File: config.mk
export PLATFORM = sky130hd
export DESIGN_NAME = wb_arb_rr_b3
export DESIGN_NICKNAME = d
export VERILOG_FILES = /design/src/rtl/wb_arb_rr_b3.sv
export SDC_FILE = /design/constraint.sdc
export NUM_CORES = 1
export LEC_CHECK = 0
export BUFFER_PORTS_ARGS = -buffer_cell sky130_fd_sc_hd__clkbuf_2
export CAP_MARGIN = 20
export CORE_AREA = 2 2 229 231
export CTS_BUF_LIST = sky130_fd_sc_hd__clkbuf_16
export DETAILED_ROUTE_END_ITERATION = 10
export DIE_AREA = 0 0 231 233
export HOLD_SLACK_MARGIN = 0.06
export SLEW_MARGIN = 20
export SYNTH_ARGS = -nofsm -noshare
export SYNTH_HDL_FRONTEND = slang
export SYNTH_SLANG_ARGS = --single-unit
File: constraint.sdc
create_clock -name wb_clk_i -period 5.8 [get_ports wb_clk_i]
set_input_delay 1.16 -clock wb_clk_i [delete_from_list [all_inputs] [get_ports wb_clk_i]]
set_output_delay 1.16 -clock wb_clk_i [all_outputs]
set_load 0.01 [all_outputs]
File: src/rtl/wb_arb_rr_b3.sv
// Round-robin Wishbone B3 arbiter: MASTERS requesters share one slave port, with bus-hold parking and write snoop.
// Optional stalled-slave timeout is compiled in when WB_ARB_TIMEOUT_EN is defined.
module wb_arb_rr_b3 #(
  parameter int MASTERS = 4,
  parameter int AW      = 32,
  parameter int DW      = 32,
  parameter int TIMEOUT = 255
) (
  input  logic                    wb_clk_i,
  input  logic                    wb_rst_i,
  input  logic [MASTERS*AW-1:0]   m_adr_i,
  input  logic [MASTERS*DW-1:0]   m_dat_i,
  input  logic [MASTERS*DW/8-1:0] m_sel_i,
  input  logic [MASTERS-1:0]      m_we_i,
  input  logic [MASTERS-1:0]      m_cyc_i,
  input  logic [MASTERS-1:0]      m_stb_i,
  input  logic [MASTERS*3-1:0]    m_cti_i,
  input  logic [MASTERS*2-1:0]    m_bte_i,
  output logic [MASTERS*DW-1:0]   m_dat_o,
  output logic [MASTERS-1:0]      m_ack_o,
  output logic [MASTERS-1:0]      m_err_o,
  output logic [MASTERS-1:0]      m_rty_o,
  output logic [AW-1:0]           s_adr_o,
  output logic [DW-1:0]           s_dat_o,
  output logic [DW/8-1:0]         s_sel_o,
  output logic                    s_we_o,
  output logic                    s_cyc_o,
  output logic                    s_stb_o,
  output logic [2:0]              s_cti_o,
  output logic [1:0]              s_bte_o,
  input  logic [DW-1:0]           s_dat_i,
  input  logic                    s_ack_i,
  input  logic                    s_err_i,
  input  logic                    s_rty_i,
  input  logic                    bus_hold_i,
  output logic                    bus_hold_ack_o,
  output logic [AW-1:0]           snoop_adr_o,
  output logic                    snoop_en_o,
  output logic [MASTERS-1:0]      grant_o
);

  localparam int SW = DW / 8;
  localparam int IW = (MASTERS > 1) ? $clog2(MASTERS) : 1;

  localparam logic [1:0] ST_IDLE  = 2'd0;
  localparam logic [1:0] ST_GRANT = 2'd1;
  localparam logic [1:0] ST_HOLD  = 2'd2;

  if (MASTERS < 2 || MASTERS > 8 || TIMEOUT < 1) begin : g_param_check
    $error("wb_arb_rr_b3: MASTERS must be 2..8 and TIMEOUT must be >= 1");
  end

  logic [1:0]         state_q, state_d;
  logic [MASTERS-1:0] grant_q, grant_d;
  logic [IW-1:0]      last_q, last_d;
  logic               hold_ack_q, hold_ack_d;
  logic               snoop_en_q, snoop_en_d;
  logic [AW-1:0]      snoop_adr_q, snoop_adr_d;

  logic [IW-1:0]      cand;
  logic [IW-1:0]      pick_idx;
  logic               pick_vld;
  logic               granted;
  logic               tmo_hit;
  logic               tmo_abort;

  logic [AW-1:0]      adr_a [MASTERS];
  logic [DW-1:0]      dat_a [MASTERS];
  logic [SW-1:0]      sel_a [MASTERS];
  logic [2:0]         cti_a [MASTERS];
  logic [1:0]         bte_a [MASTERS];

  for (genvar n = 0; n < MASTERS; n++) begin : g_unpack
    assign adr_a[n] = m_adr_i[n*AW +: AW];
    assign dat_a[n] = m_dat_i[n*DW +: DW];
    assign sel_a[n] = m_sel_i[n*SW +: SW];
    assign cti_a[n] = m_cti_i[n*3 +: 3];
    assign bte_a[n] = m_bte_i[n*2 +: 2];
  end

  // Rotating search starting one past the last winner, wrapping at MASTERS.
  always_comb begin
    // NOTE: every combinational output gets a default up front so no path can infer a latch.
    cand     = last_q;
    pick_idx = '0;
    pick_vld = 1'b0;
    for (int k = 0; k < MASTERS; k++) begin
      cand = (cand == IW'(MASTERS - 1)) ? '0 : cand + 1'b1;
      if (!pick_vld && m_cyc_i[cand]) begin
        pick_vld = 1'b1;
        pick_idx = cand;
      end
    end
  end

  always_comb begin
    state_d    = state_q;
    grant_d    = grant_q;
    last_d     = last_q;
    hold_ack_d = hold_ack_q;
    case (state_q)
      ST_IDLE: begin
        if (bus_hold_i) begin
          state_d    = ST_HOLD;
          hold_ack_d = 1'b1;
        end else if (pick_vld) begin
          state_d           = ST_GRANT;
          grant_d           = '0;
          grant_d[pick_idx] = 1'b1;
          last_d            = pick_idx;
        end
      end
      ST_GRANT: begin
        if (!m_cyc_i[last_q]) begin
          state_d = ST_IDLE;
          grant_d = '0;
        end
      end
      ST_HOLD: begin
        if (!bus_hold_i) begin
          state_d    = ST_IDLE;
          hold_ack_d = 1'b0;
        end
      end
      default: begin
        state_d    = ST_IDLE;
        grant_d    = '0;
        hold_ack_d = 1'b0;
      end
    endcase
  end

  // While granted, last_q is the owner's index, so it doubles as the mux select.
  assign granted = (state_q == ST_GRANT);

  always_comb begin
    s_adr_o = '0;
    s_dat_o = '0;
    s_sel_o = '0;
    s_we_o  = 1'b0;
    s_cyc_o = 1'b0;
    s_stb_o = 1'b0;
    s_cti_o = '0;
    s_bte_o = '0;
    if (granted) begin
      s_adr_o = adr_a[last_q];
      s_dat_o = dat_a[last_q];
      s_sel_o = sel_a[last_q];
      s_we_o  = m_we_i[last_q];
      s_cyc_o = m_cyc_i[last_q] & ~tmo_abort;
      s_stb_o = m_stb_i[last_q] & ~tmo_abort;
      s_cti_o = cti_a[last_q];
      s_bte_o = bte_a[last_q];
    end
  end

  assign m_dat_o = {MASTERS{s_dat_i}};
  assign m_ack_o = grant_q & {MASTERS{s_ack_i & ~tmo_abort}};
  assign m_err_o = grant_q & {MASTERS{(s_err_i & ~tmo_abort) | tmo_hit}};
  assign m_rty_o = grant_q & {MASTERS{s_rty_i & ~tmo_abort}};

  assign snoop_en_d  = s_cyc_o & s_stb_o & s_we_o & s_ack_i;
  assign snoop_adr_d = snoop_en_d ? s_adr_o : snoop_adr_q;

  always_ff @(posedge wb_clk_i) begin
    // NOTE: sequential state uses non-blocking assignments only, so every register samples pre-edge values.
    if (wb_rst_i) begin
      state_q     <= ST_IDLE;
      grant_q     <= '0;
      last_q      <= IW'(MASTERS - 1);
      hold_ack_q  <= 1'b0;
      snoop_en_q  <= 1'b0;
      snoop_adr_q <= '0;
    end else begin
      state_q     <= state_d;
      grant_q     <= grant_d;
      last_q      <= last_d;
      hold_ack_q  <= hold_ack_d;
      snoop_en_q  <= snoop_en_d;
      snoop_adr_q <= snoop_adr_d;
    end
  end

`ifdef WB_ARB_TIMEOUT_EN
  localparam int            TW       = $clog2(TIMEOUT + 1);
  localparam logic [TW-1:0] TMO_LAST = TW'(TIMEOUT - 1);

  logic [TW-1:0] tmo_cnt_q, tmo_cnt_d;
  logic          abort_q, abort_d;
  logic          any_resp, released, stalled;

  assign any_resp  = s_ack_i | s_err_i | s_rty_i;
  assign released  = ~granted | ~m_cyc_i[last_q];
  assign stalled   = s_stb_o & ~any_resp;
  // The hit cycle is the TIMEOUT-th stalled cycle; the abort blanks the slave port from the next one.
  assign tmo_hit   = stalled & (tmo_cnt_q == TMO_LAST);
  assign tmo_abort = abort_q;

  always_comb begin
    tmo_cnt_d = tmo_cnt_q;
    abort_d   = abort_q;
    if (released) begin
      tmo_cnt_d = '0;
      abort_d   = 1'b0;
    end else if (tmo_hit) begin
      tmo_cnt_d = '0;
      abort_d   = 1'b1;
    end else if (stalled) begin
      tmo_cnt_d = tmo_cnt_q + 1'b1;
    end else if (any_resp) begin
      tmo_cnt_d = '0;
    end
  end

  always_ff @(posedge wb_clk_i) begin
    if (wb_rst_i) begin
      tmo_cnt_q <= '0;
      abort_q   <= 1'b0;
    end else begin
      tmo_cnt_q <= tmo_cnt_d;
      abort_q   <= abort_d;
    end
  end
`else
  assign tmo_hit   = 1'b0;
  assign tmo_abort = 1'b0;
`endif

  assign grant_o        = grant_q;
  assign bus_hold_ack_o = hold_ack_q;
  assign snoop_en_o     = snoop_en_q;
  assign snoop_adr_o    = snoop_adr_q;

endmodule

==> impl_metrics.json <==
{
  "num_rows": 83,
  "dr_total_vias": 5402,
  "cts.clk_slew.worst_paths_ns": 0.07,
  "top_usage_layer": "met2",
  "wl_um": 27950,
  "path_depth": 5,
  "use_met3": 0.03664,
  "wl_per_cell_um": 18.88,
  "end_kind": "output pin",
  "yosys_register_bits": 42,
  "async_flop_share": 0,
  "cts_root_buf": "clkbuf_16",
  "worstSetupPathType": "in -> out",
  "postRouteAntennaNets": 0,
  "synthXorXnorAreaFrac": 0,
  "numClockSinks": 42,
  "yosysWarningCount": 0,
  "drt_first_pass_iters": 4,
  "power_leakage_nw": 3.229,
  "port_buffers": 435,
  "period_share": 0.7227,
  "setup_tns_ns": 0,
  "numCtsBuffers": 5,
  "r2r_end": "snoop_adr_o[6]",
  "cp_data_arrival_time_ns": 3.03,
  "cellPowerDensity_nw_per_um2": 170.3,
  "worstHoldPathType": "reg -> reg",
  "status": "complete, no violations",
  "clk_latency_ns": 0.31,
  "grt_util_met1": 0.1056,
  "die_w_um": 231,
  "cap_viol_max_count": 0,
  "crit-reg2reg-launch": "last_q[0]",
  "grt_max_degree": 77,
  "drt_iter0_markers": 256,
  "rsz0062_at_grt": "false",
  "skew_ns": 0.004007,
  "cp_max_fo": 34,
  "setup_viol": 0,
  "antenna_found_initial": 9,
  "fmax_mhz": 238.6,
  "cts-resized-gates": 0,
  "synth_compound_area_frac": 0.1064,
  "min_period_ns": 4.191,
  "die_h_um": 233,
  "postCtsHoldBufs": 0,
  "maxSlewHeadroom": 0.3933,
  "core_area_um2": 51090,
  "avgSynthCellArea_um2": 10.03,
  "grt_pass1_wl_um": 37470,
  "synthesis.area_um2": 5278,
  "vias_per_cell": 3.648,
  "fin_cells": 1481,
  "globalRouteOverflowTotal": 0,
  "holdCritStartpoint": "snoop_adr_o[16]",
  "start_util": 0.1033,
  "layout.nets": 1138,
  "syn-num-nets": 869,
  "r2r_setup_slack_ns": 2.87,
  "seq_area_frac_synth": 0.1593,
  "layout_commonest_cell": "clkbuf_2",
  "netlist_top_cells_area": "mux4_2, buf_4, dfxtp_1",
  "grtUsageMet2": 0.1687,
  "mostFrequentLayoutCells": "clkbuf_2, mux4_2, nor2b_1",
  "yosysTopAreaCell": "mux4_2",
  "crit_required_ns": 4.64,
  "die_area_um2": 53820,
  "io_pins": 596,
  "synth.area.mux_share": 0.3234,
  "synthDistinctLibCells": 38,
  "ys.flop_type": "dfxtp_1",
  "synth-simple-area-share": 0.1586,
  "peakVddDrop_mv": 0.1108,
  "synth_edf_count": 0,
  "crit_slowest_cell": "o22a_2",
  "synthAdderAreaFrac": 0.004267,
  "hold_depth": 2,
  "synth_top_family_by_area": "multiplexers",
  "final_layout_size_suffix_gt1_frac": 0.6683,
  "hold_violations": 0,
  "hold_end": "snoop_adr_o[16]",
  "worst_pin_slew_ns": 0.9100,
  "syn_inst": 526,
  "ff2ff_path_depth": 5,
  "crit_buf_inv": 3,
  "globalplace.congestion": 0.8937,
  "drv_slew": 0,
  "crit_path_start_kind": "input pin",
  "ctsHtreeMaxLevel": 2,
  "area_delta_synth_final_pct": 38.22,
  "grt_pass1_vias": 5480,
  "track_usage": 0.09920,
  "drc": 0,
  "crit_family": "buffers and inverters",
  "cts_tree": "built",
  "slowest_delay_ns": 0.78,
  "hpwlAfterDp_um": 24050,
  "netlist.area_leader.share": 0.3158,
  "cpMostUsedCell": "clkbuf_2",
  "path_cells": "clkbuf_2, mux2i_1, o22a_2, clkinv_4, clkbuf_2",
  "postCtsSetupBuffers": 0,
  "dp_cells": 1468,
  "cts_buffer_depth": 2
}
==> worst max-delay path by stage <==
stage          startpoint       to
2_1_floorplan   m_we_i[3]   s_we_o
4_1_cts        m_stb_i[1]  s_stb_o
3_3_place_gp   m_stb_i[1]  s_stb_o
3_5_place_dp   m_stb_i[1]  s_stb_o
6_report       m_stb_i[1]  s_stb_o
5_1_grt        m_stb_i[1]  s_stb_o
==> flip-flops by register name (all words and copies together), names as in the netlist <==
name and count:
bus_hold_ack_o 1, grant_o 4, last_q 2, snoop_adr_o 32
snoop_en_o 1, state_q 2
==> cells by family (layout without fill, tap and decap cells) <==
group           count (synthesis)  after routing
fa+ha+maj                       2              2
simple gates                  135            135
other cells                     0              5
mux                            78             78
buf+inv                       184            454
flops                          42             42
compound gates                 85             85
==> worst reg2reg max path: stages, from the launching register on <==
cell,delay [ns]
dfxtp_4,0.64
buf_4,0.58
mux4_2,0.63
nand2_2,0.65
o31ai_1,0.20
a21oi_1,0.16
==> routing by layer <==
metal / vias to the layer above / wire length (um)
li1: 2387 / -
met1: 2550 / 10030
met4: 6 / 1491
met5: - / 79
met2: 403 / 13590
met3: 56 / 2763
==> cell usage after synthesis (3+ instances only) <==
| master | count |
|---|---|
| mux4_2 | 74 |
| buf_6 | 12 |
| a32o_1 | 4 |
| o31ai_1 | 33 |
| inv_1 | 3 |
| nor2b_1 | 74 |
| clkbuf_1 | 18 |
| nor4_1 | 3 |
| dfxtp_1 | 42 |
| nand4_1 | 32 |
| and2_1 | 13 |
| buf_2 | 12 |
| buf_4 | 135 |
| a21oi_1 | 36 |
| mux2i_1 | 4 |
| nand2b_1 | 3 |
| nor2_1 | 3 |
==> final cells by class <==
type	count	area (um^2)
clock buffers	6	150.1
fillers	5843	43800
diodes	5	12.51
well taps	680	850.8
flip-flops and latches	42	848.3
clock inverters	2	33.78
repair buffers	441	2235
multi-input cells	300	3139
inverters	5	25.02
==> report_power, final <==
part | switching [W] | leakage [nW] | internal (W)
combinational | 0.000282 | 2.80 | 0.000285
clock | 0.000137 | 0.0897 | 0.000228
sequential | 0.0000159 | 0.340 | 0.000294
==> per-stage QoR <==
step,utilization,cell area [um^2],hold WS [ns],worst slack [ns],power [W]
finish,0.1428,7295,0.4700,1.609,0.001243
global route,0.1427,7292,0.4880,1.513,0.001326
CTS,0.1425,7282,0.4709,1.603,0.001288
detailed placement,0.1389,7098,0.4612,1.602,0.0008978
global placement,0.1389,7098,0.4551,1.700,0.0008869
floorplan,-,5278,0.4928,2.835,0.0007428
No activity file was read; power rests on OpenSTA's default activity.
